**src/rtl/watchdog_gate_gen_if.sv**
```systemverilog
// Heartbeat generator bus: IAGC status/hold in,
// gate pulse, active flag and pulse count out.
interface watchdog_gate_gen_if #(
  parameter int STATUS_SIZE = 4,
  parameter int COUNT_WIDTH = 8
);
  logic [STATUS_SIZE-1:0] i_iagcStatus;
  logic                   i_hold;
  logic                   o_gate;
  logic                   o_active;
  logic [COUNT_WIDTH-1:0] o_pulseCount;

  modport master (
    output i_iagcStatus,
    output i_hold,
    input  o_gate,
    input  o_active,
    input  o_pulseCount
  );

  modport slave (
    input  i_iagcStatus,
    input  i_hold,
    output o_gate,
    output o_active,
    output o_pulseCount
  );
endinterface

```
**src/rtl/watchdog_gate_gen.sv**
```systemverilog
// Periodic heartbeat source for the IAGC watchdog gate input.
// Fixed-width pulses at a fixed period once IAGC leaves RESET/INIT.
module watchdog_gate_gen #(
  parameter int IAGC_STATUS_SIZE = 4,
  parameter logic [IAGC_STATUS_SIZE-1:0] IAGC_STATUS_RESET = 4'b0000,
  parameter logic [IAGC_STATUS_SIZE-1:0] IAGC_STATUS_INIT  = 4'b0001,
  parameter int HIGH_TICKS   = 2,
  parameter int PERIOD_TICKS = 10,
  parameter int START_DELAY  = 3,
  parameter int COUNT_WIDTH  = 8
) (
  input logic i_clock,
  input logic i_reset,
  watchdog_gate_gen_if.slave bus
);

  localparam int MAXT = (PERIOD_TICKS > START_DELAY)
                      ? PERIOD_TICKS : START_DELAY;
  localparam int CW = (MAXT > 1) ? $clog2(MAXT) : 1;

  localparam logic [CW-1:0] HI_LAST  = CW'(HIGH_TICKS - 1);
  localparam logic [CW-1:0] PER_LAST = CW'(PERIOD_TICKS - 1);
  localparam logic [CW-1:0] DLY_LAST =
    CW'((START_DELAY > 0) ? START_DELAY - 1 : 0);
  localparam bit NO_DELAY = (START_DELAY == 0);

  typedef enum logic [1:0] {
    S_OFF,
    S_DELAY,
    S_HIGH,
    S_LOW
  } state_t;

  state_t                 state;
  logic [CW-1:0]          tick;
  logic                   gate;
  logic                   active;
  logic [COUNT_WIDTH-1:0] count;
  logic                   enable;
  logic                   due;
  logic                   go;

  assign enable = (bus.i_iagcStatus != IAGC_STATUS_RESET)
               && (bus.i_iagcStatus != IAGC_STATUS_INIT);

  // A pulse is due at the end of delay/low, or on enable with no delay
  always_comb begin
    due = 1'b0;
    unique case (state)
      S_OFF:   due = NO_DELAY;
      S_DELAY: due = (tick == DLY_LAST);
      S_LOW:   due = (tick == PER_LAST);
      default: due = 1'b0;
    endcase
    go = enable && due && !bus.i_hold;
  end

  // Schedule FSM; disable wins everywhere, hold only defers a due pulse
  always_ff @(posedge i_clock or posedge i_reset) begin
    if (i_reset) begin
      state  <= S_OFF;
      tick   <= '0;
      gate   <= 1'b0;
      active <= 1'b0;
      count  <= '0;
    end else if (!enable) begin
      state  <= S_OFF;
      tick   <= '0;
      gate   <= 1'b0;
      active <= 1'b0;
    end else if (go) begin
      state  <= S_HIGH;
      tick   <= '0;
      gate   <= 1'b1;
      active <= 1'b1;
      count  <= count + 1'b1;
    end else begin
      unique case (state)
        S_OFF: begin
          if (!NO_DELAY) begin
            state  <= S_DELAY;
            tick   <= '0;
            active <= 1'b1;
          end
        end
        S_DELAY: begin
          if (tick != DLY_LAST) tick <= tick + 1'b1;
        end
        S_HIGH: begin
          tick <= tick + 1'b1;
          if (tick == HI_LAST) begin
            state <= S_LOW;
            gate  <= 1'b0;
          end
        end
        S_LOW: begin
          if (tick != PER_LAST) tick <= tick + 1'b1;
        end
        default: begin
          state <= S_OFF;
          gate  <= 1'b0;
        end
      endcase
    end
  end

  assign bus.o_gate       = gate;
  assign bus.o_active     = active;
  assign bus.o_pulseCount = count;

endmodule

```
**src/flat_wrapper.sv**
```systemverilog
// flat-port wrapper written by rule: the top's interface ports become plain ports
module watchdog_gate_gen_flat 
#(
  parameter int IAGC_STATUS_SIZE = 4,
  parameter logic [IAGC_STATUS_SIZE-1:0] IAGC_STATUS_RESET = 4'b0000,
  parameter logic [IAGC_STATUS_SIZE-1:0] IAGC_STATUS_INIT  = 4'b0001,
  parameter int HIGH_TICKS   = 2,
  parameter int PERIOD_TICKS = 10,
  parameter int START_DELAY  = 3,
  parameter int COUNT_WIDTH  = 8
)
  (i_clock, i_reset, bus_i_iagcStatus, bus_i_hold, bus_o_gate, bus_o_active, bus_o_pulseCount);
  watchdog_gate_gen_if #(.STATUS_SIZE(4), .COUNT_WIDTH(COUNT_WIDTH)) bus_i ();
  input logic i_clock;
  input logic i_reset;
  input wire logic [$bits(bus_i.i_iagcStatus)-1:0] bus_i_iagcStatus;
  input wire logic [$bits(bus_i.i_hold)-1:0] bus_i_hold;
  output wire logic [$bits(bus_i.o_gate)-1:0] bus_o_gate;
  output wire logic [$bits(bus_i.o_active)-1:0] bus_o_active;
  output wire logic [$bits(bus_i.o_pulseCount)-1:0] bus_o_pulseCount;
  assign bus_i.i_iagcStatus = bus_i_iagcStatus;
  assign bus_i.i_hold = bus_i_hold;
  assign bus_o_gate = bus_i.o_gate;
  assign bus_o_active = bus_i.o_active;
  assign bus_o_pulseCount = bus_i.o_pulseCount;
  watchdog_gate_gen #(.IAGC_STATUS_SIZE(IAGC_STATUS_SIZE), .IAGC_STATUS_RESET(IAGC_STATUS_RESET), .IAGC_STATUS_INIT(IAGC_STATUS_INIT), .HIGH_TICKS(HIGH_TICKS), .PERIOD_TICKS(PERIOD_TICKS), .START_DELAY(START_DELAY), .COUNT_WIDTH(COUNT_WIDTH)) u_core (.i_clock(i_clock), .i_reset(i_reset), .bus(bus_i));
endmodule
```
**config.mk**
```make
export PLATFORM = sky130hd
export DESIGN_NAME = watchdog_gate_gen_flat
export DESIGN_NICKNAME = d
export VERILOG_FILES = /design/src/rtl/watchdog_gate_gen_if.sv /design/src/rtl/watchdog_gate_gen.sv /design/src/flat_wrapper.sv
export SDC_FILE = /design/constraint.sdc
export NUM_CORES = 1
export LEC_CHECK = 0
export BUFFER_PORTS_ARGS = -buffer_cell sky130_fd_sc_hd__buf_4
export CAP_MARGIN = 40
export CORE_MARGIN = 2
export CORE_UTILIZATION = 47
export CTS_CLUSTER_SIZE = 40
export DETAILED_ROUTE_END_ITERATION = 8
export PLACE_DENSITY = 0.82
export SETUP_SLACK_MARGIN = 0.2
export SLEW_MARGIN = 20
export SYNTH_ARGS = -nofsm -noshare
export SYNTH_HDL_FRONTEND = slang
export SYNTH_SLANG_ARGS = --single-unit
```
**constraint.sdc**
```tcl
create_clock -name i_clock -period 1.52 [get_ports i_clock]
set_input_delay 0.076 -clock i_clock [delete_from_list [all_inputs] [get_ports i_clock]]
set_output_delay 0.076 -clock i_clock [all_outputs]
set_load 0.01 [all_outputs]
```
==> After elaboration in Yosys (flattened, before gate mapping) <==
Cells that the tools add are included.
{ "word_totals": {"ff_bits": 16, "in_bits": 7, "out_inout_bits": 10} }
{ "op_classes": {"add_sub_neg": 2, "eq_ne": 16, "mux": 17, "reduce_logical": 10} }
{ "ops": {"columns": ["cell", "count"], "rows": [
  ["!= test 4 bit (second input constant)", 5],
  ["2-to-1 mux 4 bit", 4],
  ["case mux 4 bit (4 select lines)", 1],
  ["!= test 3 bit (second input constant)", 3],
  ["adder 8 x 1 -> 8 bit (second input constant)", 1],
  ["AND reduction 2 bit", 4],
  ["2-to-1 mux 1 bit", 7],
  ["2-to-1 mux 2 bit", 3],
  ["adder 4 x 1 -> 4 bit (second input constant)", 1],
  ["equality test 2 bit (second input constant)", 2],
  ["equality test 4 x 1 -> 1 bit (second input constant)", 1],
  ["equality test 4 x 2 -> 1 bit (second input constant)", 1],
  ["equality test 4 bit (second input constant)", 1],
  ["!= test 4 x 1 -> 1 bit (second input constant)", 1],
  ["!= test 4 x 2 -> 1 bit (second input constant)", 1],
  ["case mux 2 bit (2 select lines)", 1],
  ["nonzero test 4 bit", 1],
  ["logical AND 1 bit", 3],
  ["equality test 2 x 1 -> 1 bit (second input constant)", 1],
  ["logical NOT 2 bit", 1],
  ["case mux 1 bit (2 select lines)", 1],
  ["logical NOT 1 bit", 1]
]} }

==> Depth between registers and ports, before layout <==
Gate-level depths: netlist (run 1).
{ "logic_depth": {"ltp_word": 6, "depth_mapped": 6} }

==> Least setup slack after synthesis (run 1) <==
No wires, ideal clock.
{ "synth_timing": {"kind": "register -> register", "start": "reg u_core.tick[0]", "end": "reg u_core.tick[0]", "arrival_time_ns": 1.522, "setup_slack_ns": -0.084, "stages_incl_launch_ff": 7, "path_buffers": 0, "cell_sequence": "dfrtp_1 > inv_1 > ha_1 > or3b_1 > a2111oi_2 > nand3_1 > o21ai_0"} }
{ "synth_between": {"elab_chain_cells": 6} }
{ "synth_rtl": {"columns": ["item", "line_no", "source"], "rows": [
  ["from (decl)", "watchdog_gate_gen.sv:35", "logic [CW-1:0] tick;"],
  ["from (signal assigned)", "watchdog_gate_gen.sv:87", "if (tick != DLY_LAST) tick <= tick + 1'b1;"],
  ["from (signal assigned)", "watchdog_gate_gen.sv:90", "tick <= tick + 1'b1;"],
  ["from (signal assigned)", "watchdog_gate_gen.sv:97", "if (tick != PER_LAST) tick <= tick + 1'b1;"],
  ["parallel branches: the longest is 6 deep, another holds adder 4 x 1 -> 4 bit", null, null]
]} }
Parallel ways; which one is timed is not known. The select of a mux whose other input is x is not followed.
A chain may end at the register's enable or synchronous reset.

==> Final worst setup path (run 1) <==
Ends and elaborated chain as after synthesis.

==> results.sh, run 1 <==
export IMPL_outcome="complete, but fails checks"
export IMPL_violations="negative setup slack"
export IMPL_cts_root_buf="clkbuf_4"
export IMPL_ant_nets=0
export IMPL_hold_viol=0
export IMPL_synth_top_area_share=0.468
export IMPL_clock_skew_ns=0.00114
export IMPL_r2r_cells=6
export IMPL_hold_end="u_core.bus.o_active"
export IMPL_tightest_slew_ns=0.602
export IMPL_synthTopCellsByArea="dfrtp_1 47%, xnor2_1 6.1%, ha_1 5.8%, nand3_1 4.7%, xor2_1 3.1%"
export IMPL_nets=123
export IMPL_max_slew_margin=0.598
export IMPL_p_comb_frac=0.540
export IMPL_rows=15
export IMPL_ys_seq_area_frac=0.468
export IMPL_critPathArrivalTime_ns=1.87
export IMPL_die_height_microns=46.7
export IMPL_yosysWarnings=0
export IMPL_crit_reg2reg_launch="u_core.tick[0]"
export IMPL_cpPeakStageDelay_ns=0.45
export IMPL_cts_tree="done"
export IMPL_synth_top_cell_by_area="dfrtp_1"
export IMPL_dp_hpwl_microns=1440
export IMPL_grt_pass1_wl_microns=3170
export IMPL_grt_start_max_net_pins=17
export IMPL_worstHoldPathType="in -> reg"
export IMPL_slowest_stage="dfrtp_2"
export IMPL_p_sw_uw=788
export IMPL_die_area_sq_mm=0.00218
export IMPL_drv_slew=0
export IMPL_synth_fp_nets=87
export IMPL_route_detailed_drc=0
export IMPL_cts_htree_levels=1
export IMPL_wl_microns=2020
export IMPL_whs_ns=0.194
export IMPL_hold_depth=4
export IMPL_finalSetupViolCount=6
export IMPL_wl_per_cell_microns=14.9
export IMPL_viasPerCell=5.33
export IMPL_initial_core_util=0.496
export IMPL_cap_viol_max_count=0
export IMPL_synth_most_common_cell="dfrtp_1"
export IMPL_p_leak_nw=0.611
export IMPL_synth_distinct_cells=27
export IMPL_min_period_ns=1.66
export IMPL_clockBufferDepth=2
export IMPL_vias=719
export IMPL_cp_required_ns=1.73
export IMPL_yosys_top_cells_count="16 x dfrtp_1, 8 x nand3_1, 6 x xnor2_1"
export IMPL_setup_slack_ns=-0.142
export IMPL_antenna_found_initial=0
export IMPL_worst_setup_path_start_kind="register"
export IMPL_seqPwrFrac=0.354
export IMPL_gp_congestion=0.853
export IMPL_crit_path_end_kind="register"
export IMPL_critPathKind="reg -> reg"
export IMPL_fmax_ghz=0.602
export IMPL_final_layout_size_suffix_gt1_frac=0.518
export IMPL_clkTransAtPathRegs_ns=0.09
export IMPL_netlist_area_sq_um=856
export IMPL_synth_edf_count=0
export IMPL_clockPowerShare=0.106
export IMPL_core_area_sq_mm=0.00173
export IMPL_io_buffers=15
export IMPL_p_int_mw=1.27
export IMPL_crit_path_cell_trace="inv_2, ha_4, or3b_4, a2111oi_4, nand3_1, o21ai_1"
export IMPL_grt_pass1_vias=706
export IMPL_clkSinkCount=16
export IMPL_cp_max_fo=3
export IMPL_preCtsSetupSlack_ns=-0.137
export IMPL_async_reset_ff_frac=1.00
export IMPL_grt_remaining_overflow=0
export IMPL_antennaDiodeCount=0
export IMPL_grt_setup_unrepaired="true"
export IMPL_powerDensity_mw_per_mm2=1610
export IMPL_ys_ff_latch=16
export IMPL_worstHoldStart="bus_i_iagcStatus[2]"
export IMPL_r2r_slack_ns=-0.14
export IMPL_clock_latency_ns=0.28
export IMPL_grt_total_usage=0.209
export IMPL_p_sw_frac=0.383
export IMPL_cts_buffers=3
export IMPL_r2r_end="u_core.tick[0]"
export IMPL_yosys_most_used_dff="dfrtp_1"
export IMPL_die_w_microns=46.7
export IMPL_ir_drop_uv=964
export IMPL_drtPass1Iterations=4
export IMPL_postSynthCellCount=76
export IMPL_drt_iter0_markers=19
export IMPL_ios=17
export IMPL_area_delta_synth_final_pct=49.7
export IMPL_fin_crit_sh=1.09
export IMPL_syn_area_per_cell_sq_um=11.3
-- flip-flops by register name, summed over array words and instances, names as in the netlist --
signal                   count
u_core.bus.o_pulseCount      8
u_core.bus.o_active          1
u_core.bus.o_gate            1
u_core.tick                  4
u_core.state                 2
-- worst max-delay path by stage --
| stage | from | end | slack (ns) | depth (start not counted) |
|---|---|---|---|---|
| finish | u_core.tick[0] | u_core.tick[0] | -0.14 | 6 |
| global route | u_core.tick[0] | u_core.tick[0] | -0.18 | 6 |
| CTS | u_core.tick[0] | u_core.tick[1] | -0.14 | 6 |
| detailed placement | u_core.tick[1] | u_core.tick[1] | -0.14 | 5 |
| global placement | u_core.tick[1] | u_core.tick[0] | -0.06 | 5 |
| floorplan | u_core.tick[0] | u_core.tick[0] | -0.03 | 6 |
-- metal layers --
layer / up-vias / routed length [microns] / GRT usage
li1: 339 / - / -
met1: 356 / 827 / 0.249
met2: 20 / 1060 / 0.378
met3: 4 / 103 / 0.0353
met4: 0 / 29 / 0.0667
met5: - / 0 / 0
-- logic make-up after synthesis --
| family | synth area share |
|---|---|
| AO/OA/AOI/OAI | 0.104 |
| buffers and inverters | 0.0219 |
| XOR/XNOR | 0.0921 |
| adder cells (fa/ha/maj) | 0.0585 |
| flip-flops | 0.468 |
| AND/OR/NAND/NOR | 0.243 |
| multiplexers | 0.0132 |
-- power by group through the flow --
stage / sequential, mW / combinational, mW / clock (mW)
2_1_floorplan: 0.754 / 0.435 / 0
3_3_place_gp: 0.710 / 0.816 / 0
3_5_place_dp: 0.722 / 0.863 / 0
4_1_cts: 0.724 / 1.04 / 0.222
5_1_grt: 0.746 / 1.19 / 0.241
6_report: 0.729 / 1.11 / 0.218
-- timing repair --
action / 4_1_cts / 5_1_grt
buffers inserted: 4 / 2
pin swaps: 14 / 5
endpoints found under the hold margin: 16 / 0
hold buffers: 1 / 0
resized for setup: 17 / 6
endpoints found under the setup margin: 16 / 16
-- critical path: cells and delay by family, from the launching register on --
kind            cells  cell delay (ns)
buf+inv             1             0.09
simple gates        2             0.50
flops               1             0.45
compound gates      2             0.42
fa+ha+maj           1             0.13
-- layout by cell type (no fill, tap or decap), drive strengths merged, types with 2 or more instances in the layout --
| cell type | synthesis | layout |
|---|---|---|
| buf | 0 | 30 |
| a21oi | 2 | 2 |
| nor3b | 2 | 2 |
| dfrtp | 16 | 16 |
| nand4 | 3 | 3 |
| nor3 | 3 | 3 |
| o21ai | 3 | 3 |
| nand3 | 8 | 8 |
| clkbuf | 0 | 3 |
| xor2 | 3 | 3 |
| nor2 | 4 | 4 |
| xnor2 | 6 | 6 |
| inv | 5 | 5 |
| nand2 | 5 | 5 |
| ha | 4 | 4 |
-- stage by stage --
step / TNS (ns) / cell area (sq um) / utilization / power (mW) / std cells
2_1_floorplan: -0.0573 / 882 / - / 1.19 / 76
3_3_place_gp: -0.160 / 1110 / 0.641 / 1.53 / 125
3_5_place_dp: -0.421 / 1110 / 0.641 / 1.58 / 125
4_1_cts: -0.349 / 1240 / 0.716 / 1.98 / 133
5_1_grt: -0.901 / 1280 / 0.742 / 2.18 / 135
6_report: -0.376 / 1280 / 0.742 / 2.06 / 135
-- area by class of cell --
class / instances / area (sq um)
clock buffers: 3 / 22.5
fillers: 129 / 445
inverters: 5 / 18.8
multi-input cells: 55 / 538
flip-flops and latches: 16 / 404
well taps: 25 / 31.3
repair buffers: 31 / 267
Power figures use the tool's default switching activity.
==> inputs of run 2 (changes only) <==
--- a/config.mk
+++ b/config.mk
@@ -7,11 +7,12 @@
 export LEC_CHECK = 0
 export BUFFER_PORTS_ARGS = -buffer_cell sky130_fd_sc_hd__buf_4
 export CAP_MARGIN = 40
-export CORE_MARGIN = 2
-export CORE_UTILIZATION = 47
+export CORE_UTILIZATION = 50
+export CTS_BUF_LIST = sky130_fd_sc_hd__clkbuf_4
 export CTS_CLUSTER_SIZE = 40
 export DETAILED_ROUTE_END_ITERATION = 8
-export PLACE_DENSITY = 0.82
+export MAX_ROUTING_LAYER = met4
+export PLACE_DENSITY = 0.85
 export SETUP_SLACK_MARGIN = 0.2
 export SLEW_MARGIN = 20
 export SYNTH_ARGS = -nofsm -noshare
==> results.sh, run 2 (same netlist as run 1, synthesis figures left out) <==
export IMPL_outcome="complete, but fails checks"
export IMPL_violations="design-rule violations, negative setup slack"
export IMPL_powerDensity_mw_per_mm2=1680
export IMPL_multi_input_area_sq_um=523
export IMPL_cts_root_buf="clkbuf_4"
export IMPL_drv_slew=0
export IMPL_seqPwrFrac=0.361
export IMPL_grt_pass1_wl_microns=3670
export IMPL_grt_total_usage=0.291
export IMPL_drtPass1Iterations=6
export IMPL_gp_congestion=0.810
export IMPL_die_area_sq_mm=0.00188
export IMPL_fin_crit_sh=1.10
export IMPL_grt_start_max_net_pins=17
export IMPL_p_comb_frac=0.516
export IMPL_io_buffers=15
export IMPL_p_sw_uw=825
export IMPL_cts_htree_levels=1
export IMPL_critPathArrivalTime_ns=1.90
export IMPL_dp_hpwl_microns=1390
export IMPL_preCtsSetupSlack_ns=-0.131
export IMPL_clock_latency_ns=0.30
export IMPL_crit_path_cell_trace="inv_2, ha_4, or3b_4, a2111oi_4, nand3_1, o21ai_1"
export IMPL_cts_tree="done"
export IMPL_slowest_stage="dfrtp_2"
export IMPL_cts_buffers=3
export IMPL_initial_core_util=0.549
export IMPL_core_area_sq_mm=0.00156
export IMPL_finalSetupViolCount=12
export IMPL_largest_reg_flops=8
export IMPL_path_delay_family="simple AND/OR/NAND/NOR gates"
export IMPL_grt_remaining_overflow=0
export IMPL_cp_num_cells=6
export IMPL_area_delta_synth_final_pct=42.5
export IMPL_seqCellArea_sq_um=404
export IMPL_fmax_ghz=0.599
export IMPL_die_w_microns=43.4
export IMPL_mostFrequentLayoutCell="buf_4"
export IMPL_clockPowerShare=0.122
export IMPL_worstHoldPathType="in -> reg"
export IMPL_viasPerCell=5.94
export IMPL_antennaDiodeCount=0
export IMPL_path_buf_inv=1
export IMPL_tightest_slew_ns=0.634
export IMPL_cpPeakStageDelay_ns=0.45
export IMPL_critPathKind="reg -> reg"
export IMPL_route_detailed_drc=2
export IMPL_cp_max_fo=4
export IMPL_min_period_ns=1.67
export IMPL_tns_ns=-0.993
export IMPL_fill_cells=82
export IMPL_grt_setup_unrepaired="true"
export IMPL_crit_path_end_kind="register"
export IMPL_hold_viol=0
export IMPL_ios=17
export IMPL_rows=14
export IMPL_final_layout_size_suffix_gt1_frac=0.486
export IMPL_clkTransAtPathRegs_ns=0.10
export IMPL_hold_depth=4
export IMPL_p_sw_frac=0.404
export IMPL_p_int_mw=1.22
export IMPL_r2r_cells=6
export IMPL_clkSinkCount=16
export IMPL_max_slew_margin=0.577
export IMPL_cp_required_ns=1.75
export IMPL_drt_iter0_markers=22
export IMPL_nets=121
export IMPL_vias=743
export IMPL_setup_slack_ns=-0.148
export IMPL_antenna_found_initial=0
export IMPL_p_leak_nw=0.573
export IMPL_final_cell_mix="26 x buf_4, 13 x dfrtp_1, 7 x nand3_1, 6 x xnor2_1"
export IMPL_ir_drop_uv=1220
export IMPL_wl_per_cell_microns=18.8
export IMPL_clockBufferDepth=2
export IMPL_die_height_microns=43.4
export IMPL_clock_skew_ns=0.000964
export IMPL_wl_microns=2350
export IMPL_worst_setup_path_start_kind="register"
export IMPL_grt_pass1_vias=780
export IMPL_ant_nets=0
export IMPL_cap_viol_max_count=0
run 2: cell types whose count changed in the layout (fill, tap and decap cells not counted):
cell | before | now
buf_12 | 1 | 0
buf_4 | 24 | 26
buf_6 | 5 | 2
clkinv_1 | 0 | 1
nand2_1 | 3 | 4
nand2_4 | 1 | 0
xnor2_1 | 5 | 6
xnor2_2 | 1 | 0
run 2: through the flow:
step	instance area [sq um]	util	instances	power (mW)	hold WS [ns]
after floorplan	882	-	76	1.19	-0.0104
after global placement	1070	0.689	115	1.48	0.178
after detailed placement	1070	0.689	115	1.53	0.194
after CTS	1210	0.775	124	1.95	0.0949
after global routing	1220	0.783	125	2.15	0.115
final	1220	0.783	125	2.04	0.114
run 2: worst reg2reg max path, delay by kind of cell (launching register included):
family / cells / cell delay (ns)
simple gates: 2 / 0.52
flops: 1 / 0.45
compound gates: 2 / 0.42
fa+ha+maj: 1 / 0.12
buf+inv: 1 / 0.08
run 2: area by class of cell:
type	count	area share
multi-input cells	55	0.429
flip-flops and latches	16	0.331
repair buffers	29	0.187
clock buffers	3	0.0185
well taps	16	0.0164
inverters	5	0.0154
clock inverters	1	0.00308
run 2: final timing paths:
path / slack [ns] / end / start
worst max-delay path: -0.15 / u_core.tick[1] / u_core.tick[0]
worst min-delay path: 0.11 / u_core.state[1] / bus_i_hold
worst max register to register: -0.15 / u_core.tick[1] / u_core.tick[0]
worst min register to register: 0.47 / u_core.bus.o_pulseCount[7] / u_core.bus.o_pulseCount[7]
max in group asynchronous: 0.67 / u_core.state[1] / i_reset
min in group asynchronous: 0.41 / u_core.bus.o_pulseCount[7] / i_reset
run 2: timing repair:
action / in CTS / in global routing
gates resized for setup: 16 / 1
buffers inserted: 4 / 1
pin swaps: 12 / 5
cloned: 0 / 0
hold endpoints to repair: 16 / 0
setup endpoints to repair: 16 / 16
hold buffers: 1 / 0
run 2: metal layers:
| metal | routed length, microns | global-route usage | part of all wire | vias to the layer above |
|---|---|---|---|---|
| met3 | 99 | 0.0500 | 0.042 | 15 |
| li1 | - | - | - | 342 |
| met5 | 0 | - | 0 | - |
| met2 | 1110 | 0.418 | 0.47 | 30 |
| met1 | 990 | 0.353 | 0.42 | 356 |
| met4 | 146 | 0.250 | 0.062 | 0 |
run 2: power by group through the flow:
stage | Sequential, mW | Clock (mW) | Combinational [mW]
finish | 0.739 | 0.250 | 1.06
global route | 0.748 | 0.267 | 1.13
CTS | 0.721 | 0.246 | 0.986
detailed placement | 0.728 | 0 | 0.799
global placement | 0.710 | 0 | 0.765
floorplan | 0.754 | 0 | 0.435
